## src/rtl/mem_lsu_pkg.sv

```systemverilog
// Shared definitions for the MEM-stage load/store unit: widths, operation
// encodings, FSM state encoding, exception bit positions, RAM strobe levels
// and small operation-decoding helpers.
package mem_lsu_pkg;

  localparam int unsigned AW   = 32;
  localparam int unsigned DW   = 32;
  localparam int unsigned OPW  = 4;
  localparam int unsigned RW   = 5;
  localparam int unsigned SELW = 4;
  localparam int unsigned EXCW = 2;

  // Operation encodings on req_op; 10..15 are no-ops.
  localparam logic [OPW-1:0] OP_LB  = 4'd0;
  localparam logic [OPW-1:0] OP_LBU = 4'd1;
  localparam logic [OPW-1:0] OP_LH  = 4'd2;
  localparam logic [OPW-1:0] OP_LHU = 4'd3;
  localparam logic [OPW-1:0] OP_LW  = 4'd4;
  localparam logic [OPW-1:0] OP_SB  = 4'd5;
  localparam logic [OPW-1:0] OP_SH  = 4'd6;
  localparam logic [OPW-1:0] OP_SW  = 4'd7;
  localparam logic [OPW-1:0] OP_LL  = 4'd8;
  localparam logic [OPW-1:0] OP_SC  = 4'd9;

  // Exception bit positions within rsp_excp.
  localparam int unsigned EXC_ADEL = 0;
  localparam int unsigned EXC_ADES = 1;

  // RAM strobe levels.
  localparam logic CE_ENABLE  = 1'b1;
  localparam logic CE_DISABLE = 1'b0;
  localparam logic WE_WRITE   = 1'b1;
  localparam logic WE_READ    = 1'b0;

  typedef enum logic [1:0] {
    SZ_NONE = 2'd0,
    SZ_BYTE = 2'd1,
    SZ_HALF = 2'd2,
    SZ_WORD = 2'd3
  } lsu_size_e;

  typedef enum logic [1:0] {
    ST_IDLE   = 2'd0,
    ST_ACCESS = 2'd1,
    ST_RESP   = 2'd2
  } lsu_state_e;

  // Request fields kept past the accept edge.
  typedef struct packed {
    logic [OPW-1:0] op;
    logic [1:0]     off;
    logic [RW-1:0]  wd;
  } lsu_req_t;

  function automatic lsu_size_e op_size(input logic [OPW-1:0] op);
    case (op)
      OP_LB, OP_LBU, OP_SB:       return SZ_BYTE;
      OP_LH, OP_LHU, OP_SH:       return SZ_HALF;
      OP_LW, OP_SW, OP_LL, OP_SC: return SZ_WORD;
      default:                    return SZ_NONE;
    endcase
  endfunction

  function automatic logic op_is_load(input logic [OPW-1:0] op);
    case (op)
      OP_LB, OP_LBU, OP_LH, OP_LHU, OP_LW, OP_LL: return 1'b1;
      default:                                    return 1'b0;
    endcase
  endfunction

  function automatic logic op_is_store(input logic [OPW-1:0] op);
    case (op)
      OP_SB, OP_SH, OP_SW: return 1'b1;
      default:             return 1'b0;
    endcase
  endfunction

  function automatic logic op_misaligned(input logic [OPW-1:0] op, input logic [1:0] off);
    case (op_size(op))
      SZ_HALF: return off[0];
      SZ_WORD: return |off;
      default: return 1'b0;
    endcase
  endfunction

endpackage

```

## src/rtl/mem_lsu_if.sv

```systemverilog
// Pipeline-side request/response and data-RAM port bundle of the LSU.
//   slave  : LSU view (drives req_ready, ram_*, rsp_*)
//   master : pipeline + RAM view (drives req_*, flush, ram_rdata)
interface mem_lsu_if;
  import mem_lsu_pkg::*;

  logic                 req_valid;
  logic                 req_ready;
  logic [OPW-1:0]       req_op;
  logic [AW-1:0]        req_addr;
  logic [DW-1:0]        req_wdata;
  logic [RW-1:0]        req_wd;
  logic                 flush;

  logic                 ram_ce;
  logic                 ram_we;
  logic [AW-1:0]        ram_addr;
  logic [SELW-1:0]      ram_sel;
  logic [DW-1:0]        ram_wdata;
  logic [DW-1:0]        ram_rdata;

  logic                 rsp_valid;
  logic                 rsp_wreg;
  logic [RW-1:0]        rsp_wd;
  logic [DW-1:0]        rsp_wdata;
  logic [EXCW-1:0]      rsp_excp;
  logic [AW-1:0]        rsp_badaddr;

  modport slave (
    input  req_valid, req_op, req_addr, req_wdata, req_wd, flush, ram_rdata,
    output req_ready, ram_ce, ram_we, ram_addr, ram_sel, ram_wdata,
    output rsp_valid, rsp_wreg, rsp_wd, rsp_wdata, rsp_excp, rsp_badaddr
  );

  modport master (
    output req_valid, req_op, req_addr, req_wdata, req_wd, flush, ram_rdata,
    input  req_ready, ram_ce, ram_we, ram_addr, ram_sel, ram_wdata,
    input  rsp_valid, rsp_wreg, rsp_wd, rsp_wdata, rsp_excp, rsp_badaddr
  );
endinterface

```

## src/rtl/mem_lsu_lane_align.sv

```systemverilog
// Big-endian byte-lane helper (combinational).
//   op_i/off_i : operation and byte offset within the word
//   wdata_i    : store data (low bits for byte/halfword)
//   rdata_i    : RAM read word
//   sel_c      : byte enables, bit 3 = bits 31:24
//   wdata_c    : lane-replicated store data
//   ldata_c    : extracted and sign/zero-extended load data
module lsu_lane_align
  import mem_lsu_pkg::*;
(
  input  logic [OPW-1:0]  op_i,
  input  logic [1:0]      off_i,
  input  logic [DW-1:0]   wdata_i,
  input  logic [DW-1:0]   rdata_i,
  output logic [SELW-1:0] sel_c,
  output logic [DW-1:0]   wdata_c,
  output logic [DW-1:0]   ldata_c
);

  logic [4:0]  byte_sh;
  logic [7:0]  rbyte;
  logic [15:0] rhalf;
  logic        sext;

  always_comb begin
    sel_c   = '0;
    wdata_c = '0;
    ldata_c = '0;
    // Offset 0 is the most significant lane, so shift by (3-off)*8.
    byte_sh = {~off_i, 3'b000};
    rbyte   = 8'(rdata_i >> byte_sh);
    rhalf   = off_i[1] ? rdata_i[15:0] : rdata_i[31:16];
    sext    = (op_i == OP_LB) || (op_i == OP_LH);
    case (op_size(op_i))
      SZ_BYTE: begin
        sel_c   = 4'b1000 >> off_i;
        wdata_c = {4{wdata_i[7:0]}};
        ldata_c = sext ? {{24{rbyte[7]}}, rbyte} : {24'h0, rbyte};
      end
      SZ_HALF: begin
        sel_c   = off_i[1] ? 4'b0011 : 4'b1100;
        wdata_c = {2{wdata_i[15:0]}};
        ldata_c = sext ? {{16{rhalf[15]}}, rhalf} : {16'h0, rhalf};
      end
      SZ_WORD: begin
        sel_c   = 4'b1111;
        wdata_c = wdata_i;
        ldata_c = rdata_i;
      end
      default: ;
    endcase
  end

endmodule

```

## src/rtl/mem_lsu.sv

```systemverilog
// MEM-stage load/store unit: accepts one op, drives the word-organised data
// RAM for one ACCESS cycle, returns a one-cycle registered writeback response,
// flags misaligned accesses and keeps the LL/SC link bit.
//   clk, rst : clock, synchronous active-low reset
//   bus      : request / RAM / response bundle (slave view)
//   llbit_o  : current link bit
module mem_lsu
  import mem_lsu_pkg::*;
(
  input  logic      clk,
  input  logic      rst,
  mem_lsu_if.slave  bus,
  output logic      llbit_o
);

  lsu_state_e      state_q, state_d;
  lsu_req_t        req_q, req_d;
  logic            sc_ok_q, sc_ok_d;
  logic            llbit_q, llbit_d;
  logic            req_ready_q, req_ready_d;

  logic            ram_ce_q, ram_ce_d;
  logic            ram_we_q, ram_we_d;
  logic [AW-1:0]   ram_addr_q, ram_addr_d;
  logic [SELW-1:0] ram_sel_q, ram_sel_d;
  logic [DW-1:0]   ram_wdata_q, ram_wdata_d;

  logic            rsp_valid_q, rsp_valid_d;
  logic            rsp_wreg_q, rsp_wreg_d;
  logic [RW-1:0]   rsp_wd_q, rsp_wd_d;
  logic [DW-1:0]   rsp_wdata_q, rsp_wdata_d;
  logic [EXCW-1:0] rsp_excp_q, rsp_excp_d;
  logic [AW-1:0]   rsp_badaddr_q, rsp_badaddr_d;

  logic            in_idle_c;
  logic            nop_c;
  logic            fault_c;
  logic [OPW-1:0]  al_op_c;
  logic [1:0]      al_off_c;
  logic [SELW-1:0] al_sel_c;
  logic [DW-1:0]   al_wdata_c;
  logic [DW-1:0]   al_ldata_c;

  assign in_idle_c = (state_q == ST_IDLE);
  assign nop_c     = (op_size(bus.req_op) == SZ_NONE);
  assign fault_c   = op_misaligned(bus.req_op, bus.req_addr[1:0]);

  // One lane aligner shared in time: request fields in IDLE (sel/wdata),
  // latched op/offset in ACCESS (load extraction).
  assign al_op_c  = in_idle_c ? bus.req_op : req_q.op;
  assign al_off_c = in_idle_c ? bus.req_addr[1:0] : req_q.off;

  lsu_lane_align u_align (
    .op_i    (al_op_c),
    .off_i   (al_off_c),
    .wdata_i (bus.req_wdata),
    .rdata_i (bus.ram_rdata),
    .sel_c   (al_sel_c),
    .wdata_c (al_wdata_c),
    .ldata_c (al_ldata_c)
  );

  // State register.
  always_ff @(posedge clk) begin
    if (!rst) state_q <= ST_IDLE;
    else      state_q <= state_d;
  end

  // Next-state logic; faults and no-ops skip ACCESS.
  always_comb begin
    state_d = state_q;
    case (state_q)
      ST_IDLE: begin
        if (bus.req_valid) state_d = (nop_c || fault_c) ? ST_RESP : ST_ACCESS;
      end
      ST_ACCESS: state_d = ST_RESP;
      ST_RESP:   state_d = ST_IDLE;
      default:   state_d = ST_IDLE;
    endcase
  end

  // Output / datapath next values; every output register returns to 0
  // unless set for the coming cycle.
  always_comb begin
    req_d         = req_q;
    sc_ok_d       = sc_ok_q;
    llbit_d       = llbit_q & ~bus.flush;
    req_ready_d   = 1'b0;
    ram_ce_d      = CE_DISABLE;
    ram_we_d      = WE_READ;
    ram_addr_d    = '0;
    ram_sel_d     = '0;
    ram_wdata_d   = '0;
    rsp_valid_d   = 1'b0;
    rsp_wreg_d    = 1'b0;
    rsp_wd_d      = '0;
    rsp_wdata_d   = '0;
    rsp_excp_d    = '0;
    rsp_badaddr_d = '0;

    case (state_q)
      ST_IDLE: begin
        req_ready_d = 1'b1;
        if (bus.req_valid) begin
          req_ready_d = 1'b0;
          req_d.op    = bus.req_op;
          req_d.off   = bus.req_addr[1:0];
          req_d.wd    = bus.req_wd;
          sc_ok_d     = 1'b0;
          if (bus.req_op == OP_SC) llbit_d = 1'b0;
          if (nop_c) begin
            rsp_valid_d = 1'b1;
            rsp_wd_d    = bus.req_wd;
          end else if (fault_c) begin
            rsp_valid_d   = 1'b1;
            rsp_wd_d      = bus.req_wd;
            rsp_badaddr_d = bus.req_addr;
            if (op_is_store(bus.req_op) || (bus.req_op == OP_SC)) rsp_excp_d[EXC_ADES] = 1'b1;
            else                                                  rsp_excp_d[EXC_ADEL] = 1'b1;
          end else begin
            ram_ce_d   = CE_ENABLE;
            ram_addr_d = {bus.req_addr[AW-1:2], 2'b00};
            ram_sel_d  = al_sel_c;
            if (op_is_store(bus.req_op)) begin
              ram_we_d    = WE_WRITE;
              ram_wdata_d = al_wdata_c;
            end else if (bus.req_op == OP_SC) begin
              // A flush arriving with the SC already kills the link.
              sc_ok_d = llbit_q & ~bus.flush;
              if (sc_ok_d) begin
                ram_we_d    = WE_WRITE;
                ram_wdata_d = al_wdata_c;
              end else begin
                ram_sel_d = '0;
              end
            end
          end
        end
      end
      ST_ACCESS: begin
        rsp_valid_d = 1'b1;
        rsp_wd_d    = req_q.wd;
        if (op_is_load(req_q.op)) begin
          rsp_wreg_d  = 1'b1;
          rsp_wdata_d = al_ldata_c;
        end else if (req_q.op == OP_SC) begin
          rsp_wreg_d  = 1'b1;
          rsp_wdata_d = DW'(sc_ok_q);
        end
        // Flush wins over an LL completing in the same cycle.
        if (req_q.op == OP_LL) llbit_d = ~bus.flush;
      end
      ST_RESP: req_ready_d = 1'b1;
      default: ;
    endcase
  end

  // Datapath and output registers.
  always_ff @(posedge clk) begin
    if (!rst) begin
      req_q         <= '0;
      sc_ok_q       <= 1'b0;
      llbit_q       <= 1'b0;
      req_ready_q   <= 1'b1;
      ram_ce_q      <= CE_DISABLE;
      ram_we_q      <= WE_READ;
      ram_addr_q    <= '0;
      ram_sel_q     <= '0;
      ram_wdata_q   <= '0;
      rsp_valid_q   <= 1'b0;
      rsp_wreg_q    <= 1'b0;
      rsp_wd_q      <= '0;
      rsp_wdata_q   <= '0;
      rsp_excp_q    <= '0;
      rsp_badaddr_q <= '0;
    end else begin
      req_q         <= req_d;
      sc_ok_q       <= sc_ok_d;
      llbit_q       <= llbit_d;
      req_ready_q   <= req_ready_d;
      ram_ce_q      <= ram_ce_d;
      ram_we_q      <= ram_we_d;
      ram_addr_q    <= ram_addr_d;
      ram_sel_q     <= ram_sel_d;
      ram_wdata_q   <= ram_wdata_d;
      rsp_valid_q   <= rsp_valid_d;
      rsp_wreg_q    <= rsp_wreg_d;
      rsp_wd_q      <= rsp_wd_d;
      rsp_wdata_q   <= rsp_wdata_d;
      rsp_excp_q    <= rsp_excp_d;
      rsp_badaddr_q <= rsp_badaddr_d;
    end
  end

  assign bus.req_ready   = req_ready_q;
  assign bus.ram_ce      = ram_ce_q;
  assign bus.ram_we      = ram_we_q;
  assign bus.ram_addr    = ram_addr_q;
  assign bus.ram_sel     = ram_sel_q;
  assign bus.ram_wdata   = ram_wdata_q;
  assign bus.rsp_valid   = rsp_valid_q;
  assign bus.rsp_wreg    = rsp_wreg_q;
  assign bus.rsp_wd      = rsp_wd_q;
  assign bus.rsp_wdata   = rsp_wdata_q;
  assign bus.rsp_excp    = rsp_excp_q;
  assign bus.rsp_badaddr = rsp_badaddr_q;
  assign llbit_o         = llbit_q;

endmodule

```

## src/flat_wrapper.sv

```systemverilog
// flat-port wrapper written by rule: the top's interface ports become plain ports
module mem_lsu_flat import mem_lsu_pkg::*;
  (clk, rst, llbit_o, bus_req_valid, bus_req_op, bus_req_addr, bus_req_wdata, bus_req_wd, bus_flush, bus_ram_rdata, bus_req_ready, bus_ram_ce, bus_ram_we, bus_ram_addr, bus_ram_sel, bus_ram_wdata, bus_rsp_valid, bus_rsp_wreg, bus_rsp_wd, bus_rsp_wdata, bus_rsp_excp, bus_rsp_badaddr);
  mem_lsu_if bus_i ();
  input  logic clk;
  input  logic rst;
  output logic llbit_o;
  input wire logic [$bits(bus_i.req_valid)-1:0] bus_req_valid;
  input wire logic [$bits(bus_i.req_op)-1:0] bus_req_op;
  input wire logic [$bits(bus_i.req_addr)-1:0] bus_req_addr;
  input wire logic [$bits(bus_i.req_wdata)-1:0] bus_req_wdata;
  input wire logic [$bits(bus_i.req_wd)-1:0] bus_req_wd;
  input wire logic [$bits(bus_i.flush)-1:0] bus_flush;
  input wire logic [$bits(bus_i.ram_rdata)-1:0] bus_ram_rdata;
  output wire logic [$bits(bus_i.req_ready)-1:0] bus_req_ready;
  output wire logic [$bits(bus_i.ram_ce)-1:0] bus_ram_ce;
  output wire logic [$bits(bus_i.ram_we)-1:0] bus_ram_we;
  output wire logic [$bits(bus_i.ram_addr)-1:0] bus_ram_addr;
  output wire logic [$bits(bus_i.ram_sel)-1:0] bus_ram_sel;
  output wire logic [$bits(bus_i.ram_wdata)-1:0] bus_ram_wdata;
  output wire logic [$bits(bus_i.rsp_valid)-1:0] bus_rsp_valid;
  output wire logic [$bits(bus_i.rsp_wreg)-1:0] bus_rsp_wreg;
  output wire logic [$bits(bus_i.rsp_wd)-1:0] bus_rsp_wd;
  output wire logic [$bits(bus_i.rsp_wdata)-1:0] bus_rsp_wdata;
  output wire logic [$bits(bus_i.rsp_excp)-1:0] bus_rsp_excp;
  output wire logic [$bits(bus_i.rsp_badaddr)-1:0] bus_rsp_badaddr;
  assign bus_i.req_valid = bus_req_valid;
  assign bus_i.req_op = bus_req_op;
  assign bus_i.req_addr = bus_req_addr;
  assign bus_i.req_wdata = bus_req_wdata;
  assign bus_i.req_wd = bus_req_wd;
  assign bus_i.flush = bus_flush;
  assign bus_i.ram_rdata = bus_ram_rdata;
  assign bus_req_ready = bus_i.req_ready;
  assign bus_ram_ce = bus_i.ram_ce;
  assign bus_ram_we = bus_i.ram_we;
  assign bus_ram_addr = bus_i.ram_addr;
  assign bus_ram_sel = bus_i.ram_sel;
  assign bus_ram_wdata = bus_i.ram_wdata;
  assign bus_rsp_valid = bus_i.rsp_valid;
  assign bus_rsp_wreg = bus_i.rsp_wreg;
  assign bus_rsp_wd = bus_i.rsp_wd;
  assign bus_rsp_wdata = bus_i.rsp_wdata;
  assign bus_rsp_excp = bus_i.rsp_excp;
  assign bus_rsp_badaddr = bus_i.rsp_badaddr;
  mem_lsu u_core (.clk(clk), .rst(rst), .bus(bus_i), .llbit_o(llbit_o));
endmodule
```

## config.mk

```make
export PLATFORM = sky130hd
export DESIGN_NAME = mem_lsu_flat
export DESIGN_NICKNAME = d
export VERILOG_FILES = /design/src/rtl/mem_lsu_pkg.sv /design/src/rtl/mem_lsu_if.sv /design/src/rtl/mem_lsu_lane_align.sv /design/src/rtl/mem_lsu.sv /design/src/flat_wrapper.sv
export SDC_FILE = /design/constraint.sdc
export NUM_CORES = 1
export LEC_CHECK = 0
export ABC_AREA = 0
export CORE_ASPECT_RATIO = 2
export CORE_MARGIN = 2
export CORE_UTILIZATION = 40
export CTS_BUF_LIST = sky130_fd_sc_hd__clkbuf_8
export DETAILED_ROUTE_END_ITERATION = 10
export GPL_TIMING_DRIVEN = 0
export PLACE_DENSITY = 0.77
export SLEW_MARGIN = 20
export SYNTH_ARGS = -nofsm -noshare
export SYNTH_HDL_FRONTEND = slang
export SYNTH_SLANG_ARGS = --single-unit
```

## constraint.sdc

```tcl
create_clock -name clk -period 7.3 [get_ports clk]
set_clock_uncertainty 0.1 [all_clocks]
set_input_delay 2.19 -clock clk [delete_from_list [all_inputs] [get_ports clk]]
set_output_delay 2.19 -clock clk [all_outputs]
set_load 0.1 [all_outputs]
```

Word level (Yosys, flattened, before mapping)
Memories as Yosys holds them, arrays and structs flattened.
Index checks and enable logic that the tools add are counted.
Storage, ports and cells
  ROM bits: 96
  output and inout port bits: 145
  flip-flop bits (word level): 159
  logic and storage cells: 123
  input bits: 109
  memories: 3
Memories
  (no name shown): words 16, width 2, rd ports 1, clocked after Yosys merged registers in 0, write ports 0, RTL line mem_lsu_pkg.sv:56  | case (op)
  (no name shown): words 16, width 2, rd ports 1, clocked after Yosys merged registers in 0, write ports 0, RTL line mem_lsu_pkg.sv:56
  (no name shown): words 16, width 2, rd ports 1, clocked after Yosys merged registers in 0, write ports 0, RTL line mem_lsu_pkg.sv:56
Operators by class
  shift operators: 2
  reductions and logical operators: 15
  bitwise gates (word level): 7
  equality and inequality tests: 19
  mux-type cells: 58
Operator list (count)
  $mux 32: 6
  $pmux 32 s3: 2
  $shr 32x5->8: 1
  $mux 1: 31
  $mux 4: 5
  $eq 4x3->1 const B: 4
  $mux 16: 1
  $mux 5: 3
  $eq 4x2->1 const B: 3
  $eq 4x4->1 const B: 3
  $pmux 4 s3: 1
  $eq 2x2->1 const B: 5
  $pmux 5 s2: 1
  $reduce_or 5->1: 2
  $logic_not 4->1: 2
  $pmux 1 s2: 4
  $mux 2: 3
  $reduce_or 6->1: 1
  $not 1->1: 5
  $eq 2x1->1 const B: 2
  $eq 4x1->1 const B: 1
  $logic_not 2->1: 2
  $pmux 2 s2: 1
  $reduce_and 2->1: 2
  8 further kinds: 10

Depth between registers and ports, before layout
Gate-level depths: netlist of the first run.
  word-level depth: 10
  gate-level depth with buffers: 9
  depth with buffers taken out: 5

By module
A second synthesis of the first run with hierarchy kept.
Second synthesis, totals
  cells, all modules: 598
  area, all modules: 5992.0 um^2
By module, submodules not included
  mem_lsu: times used 1, area each 4838.4 um^2, cells each 451, seq. area each 3143.0 um^2
  lsu_lane_align: times used 1, area each 1153.6 um^2, cells each 147, seq. area each 0.0 um^2

Least setup slack after synthesis of the first run
No wires, ideal clock.
  kind: input-to-reg
  start point: input bus_req_op[3]
  end point: register u_core.ram_wdata_q[16], in the netlist u_core.bus.ram_wdata[16]
  buffers on the path: 2
  data required time: 7083 ps
  setup slack: 3364 ps
  setup time: 117 ps
  arrival: 3719 ps
  cell stages on the path: 7
  path through: buf_2 -> or3b_1 -> a221oi_2 -> a21oi_1 -> nor2b_1 -> clkbuf_1 -> a22o_1
On the way
  longest elaborated chain between the ends: 8
  elaborated cells on any way between the ends: 26
  those cells by class: eq/ne: 9; mux: 11; reduce/logical: 3; memory: 3
RTL lines
  start: declaration: RTL line flat_wrapper.sv:9  | input wire logic [$bits(bus_i.req_op)-1:0] bus_req_op;
  branches (longest 8 deep; another with $mem_v2 16x2)
  end signal: assignment: RTL line mem_lsu.sv:185  | ram_wdata_q <= ram_wdata_d;
  end: declaration: RTL line mem_lsu.sv:26  | logic [DW-1:0] ram_wdata_q, ram_wdata_d;
Parallel ways; which one is timed is not known. The select of a mux whose other input is x is not followed.
A chain may end at the register's enable or synchronous reset.

Worst setup path after layout of the first run
  start point: input bus_req_valid
  end point: register u_core.ram_wdata_q[29], in the netlist u_core.bus.ram_wdata[29]
On the way
  longest elaborated chain between the ends: 2
RTL lines
  start: declaration: RTL line flat_wrapper.sv:8  | input wire logic [$bits(bus_i.req_valid)-1:0] bus_req_valid;
  $not 1->1 (no line)
  $reduce_or 5->1 (no line)
Every way passes these cells.

==> flow_summary.yaml, run 1 <==
outcome:
  status: "complete, no violations"
sta:
  hold_ws_ns: 0.383
  finalWorstPathRequiredPeriod_ns: 4.58
  fmax_ghz: 0.218
  finalSetupTns_ns: 0
  rsz0062_at_grt: "no"
  finalWorstSetupSlack_ns: 2.72
  slew_viol_final: 0
  hold_viol_final: 0
  min_period_over_period_pct: 62.7
  worst_slew_margin_rel_pct: 29.6
  finalSetupViolCount: 0
  worstMarginPinSlew_ns: 1.05
yosys:
  synth_area_leader_cell: "dfxtp_1"
  yosysUniqueCellTypes: 62
  synth_seq_cells: 157
  synthArstFlopShare_pct: 0
  synth_edf_count: 0
  synth_area_per_cell_um2: 9.66
  synth_area_leaders: "dfxtp_1 56%, and3_1 4.8%, nand2_1 3.9%"
  yosys.area.top_type_share_pct: 55.7
  synth_ff_type: "dfxtp_1"
  synth_warnings: 0
  syn_inst: 584
  ys_seq_area_share_pct: 55.7
  synthesis.area_um2: 5640
finish:
  drive_gt1_share_pct: 7.05
  final_util_pct: 63.6
  syn2layout_area_growth_pct: 55.6
  final_cell_mix: "248 x clkdlybuf4s50_1, 157 x dfxtp_1, 59 x nand2_1"
  final_common_cell: "clkdlybuf4s50_1"
  final_cell_count_no_fill: 1057
  layout.nets: 961
  final_area_um2: 8780
min_path:
  hp-start: "u_core.req_q[2]"
  hp-class: "reg -> reg"
place:
  placed_cells: 1022
  gp_congestion: 0.978
  hpwl_um: 15600
  io_buffers: 248
  post_dp_cell_area_um2: 8370
  dp_slack_ns: 2.28
worst_setup_path:
  crit_start: "bus_req_valid"
  setup.worst_path.class: "in -> reg"
  r2r-end: "u_core.bus.ram_wdata[29]"
  r2r_setup_slack_ns: 4.60
  arrival_ns: 4.81
  reg2reg_depth: 9
  crit_end: "u_core.bus.ram_wdata[29]"
  crit_required_ns: 7.53
  start_kind: "input port"
  cp-end-kind: "register"
  path_max_fanout: 10
  r2r-start: "u_core.state_q[1]"
power:
  power_frac_comb_pct: 19.3
  powerDensity_nw_per_um2: 214
  clockPowerShare_pct: 33.9
  p_sw_share_pct: 33.2
  p_leak_nw: 3.49
  total_power_mw: 1.88
  intPower_mw: 1.26
  peakVddDrop_mv: 0.131
  p_sw_mw: 0.625
  seqPwrFrac_pct: 46.8
clock_tree:
  cts.sinks: 157
  cts_buffer_depth: 2
  cts.hold.buffers_added: 0
  cts_resized: 0
  htreeDepth: 4
  cts-buffers-inserted: 17
  cts_tree: "yes"
  postCtsSetupBuffers: 0
  clkTransAtPathRegs_ns: 0.09
  clock_latency_ns: 0.43
  root_buffer: "clkbuf_8"
floorplan:
  dieArea_um2: 15100
  start_util_pct: 40.9
  coreArea_um2: 13800
  die_w_um: 88.0
  rows: 61
  die_h_um: 172
  io-pin-count: 254
route:
  routed_wl_um: 20200
  wl_per_cell_um: 19.1
  vias: 5662
  antenna_left: 0
  drt_pass1_iterations: 5
  via_per_inst: 5.36
  drc: 0
  drt_iter0_markers: 391
global_route:
  grt_pass1_wl_um: 29500
  grt_use_total_pct: 25.9
  antenna_found_initial: 2
  grt_pass1_vias: 5548
  grt_max_degree: 19
  overflow: 0
job:
  drv_cap: 0
==> cells in the mapped netlist, drive strengths merged (2+ instances only) <==
| master | instances |
|---|---|
| nor2b | 6 |
| a31oi | 2 |
| buf | 14 |
| and2 | 33 |
| nand2 | 59 |
| nor4 | 2 |
| a32oi | 7 |
| nand4 | 10 |
| a21boi | 20 |
| inv | 6 |
| nand3b | 2 |
| nand3 | 22 |
| o211ai | 6 |
| o21ai | 12 |
| nand2b | 6 |
| a31o | 3 |
| o21a | 2 |
| a21oi | 30 |
| a221oi | 2 |
| a22o | 15 |
| nor3b | 2 |
| nor3 | 3 |
| dfxtp | 157 |
| o22ai | 7 |
| nor2 | 36 |
| and3 | 43 |
| o31ai | 9 |
| a211oi | 2 |
| or3b | 2 |
| a22oi | 16 |
| clkbuf | 29 |
==> cell type report <==
type                       instances  area [um^2]
clock inverter                    15          173
timing repair buffer             248         2480
antenna                            3         7.51
tap                              189          236
sequential                       157         3140
inverter                           6         22.5
fill                            1155         5030
clock buffer                      17          234
buffer                            43          189
multi-input combinational        379         2290
==> how the worst min path moves through the flow <==
| stage | endpoint | cells after the start | slack [ns] |
|---|---|---|---|
| final | u_core.req_q[2] | 2 | 0.38 |
| after global routing | u_core.req_q[1] | 2 | 0.41 |
| after CTS | u_core.req_q[1] | 2 | 0.38 |
| after detailed placement | u_core.req_q[1] | 2 | 0.37 |
| after global placement | u_core.req_q[0] | 2 | 0.35 |
| after floorplan | u_core.req_q[0] | 2 | 0.34 |
==> state kept, by name, summed over array words and instances (netlist names) <==
| register | flops |
|---|---|
| u_core.llbit_o | 1 |
| u_core.bus.rsp_wd | 5 |
| u_core.state_q | 2 |
| u_core.bus.ram_wdata | 32 |
| u_core.bus.rsp_valid | 1 |
| u_core.bus.rsp_wreg | 1 |
| u_core.bus.rsp_badaddr | 32 |
| u_core.bus.ram_ce | 1 |
| u_core.sc_ok_q | 1 |
| u_core.bus.req_ready | 1 |
| u_core.bus.rsp_wdata | 32 |
| u_core.bus.rsp_excp | 2 |
| u_core.req_q | 11 |
| u_core.bus.ram_addr | 30 |
| u_core.bus.ram_we | 1 |
| u_core.bus.ram_sel | 4 |
==> power by group through the flow <==
| stage | Clock [mW] | Sequential, mW | Combinational [mW] |
|---|---|---|---|
| after floorplan | 0 | 1.00 | 0.122 |
| after global placement | 0 | 0.901 | 0.352 |
| after detailed placement | 0 | 0.901 | 0.358 |
| after CTS | 0.650 | 0.882 | 0.360 |
| after global routing | 0.680 | 0.883 | 0.382 |
| final | 0.638 | 0.882 | 0.363 |
==> worst max-delay path: stages <==
cell             delay [ns]
clkdlybuf4s50_1        0.55
nor3b_2                0.50
and3_1                 0.22
buf_2                  0.21
o21a_1                 0.22
clkbuf_1               0.31
buf_2                  0.37
nand4_1                0.14
o31ai_1                0.10
==> metal layers <==
layer	vias to the layer above	global-route usage (%)	share of wire, %	routed length (um)
met4	0	13.4	4.6	923
met1	2658	25.8	34	6800
li1	2620	-	-	-
met3	60	5.11	5.9	1200
met2	324	48.8	56	11200
met5	-	0	0	0
==> cell families (layout without fill, tap and decap cells) <==
| group | Yosys count | in the layout | share of synthesized area, % |
|---|---|---|---|
| AO/OA/AOI/OAI | 141 | 141 | 18.2 |
| XOR/XNOR | 2 | 2 | 0.310 |
| buffers and inverters | 49 | 329 | 3.75 |
| flip-flops | 157 | 157 | 55.7 |
| multiplexers | 2 | 2 | 0.377 |
| other | 1 | 5 | 0.0664 |
| AND/OR/NAND/NOR | 232 | 232 | 21.6 |
(Power assumes the default switching activity.)
==> inputs of run 2 (changes only) <==
- clock period: 7.3 -> 4.4 ns (I/O delays scaled with it)
==> results of run 2 <==
Same layout as run 1 (identical final DEF). Status: complete, no violations.
Among the figures that moved: setup slack after placement 2.28 ns -> 0.249 ns; setup slack after layout 2.72 ns -> 0.690 ns; register-to-register setup slack 4.60 ns -> 1.70 ns; total power 1.88 mW -> 3.12 mW; worst IR drop on VDD 0.131 mV -> 0.218 mV
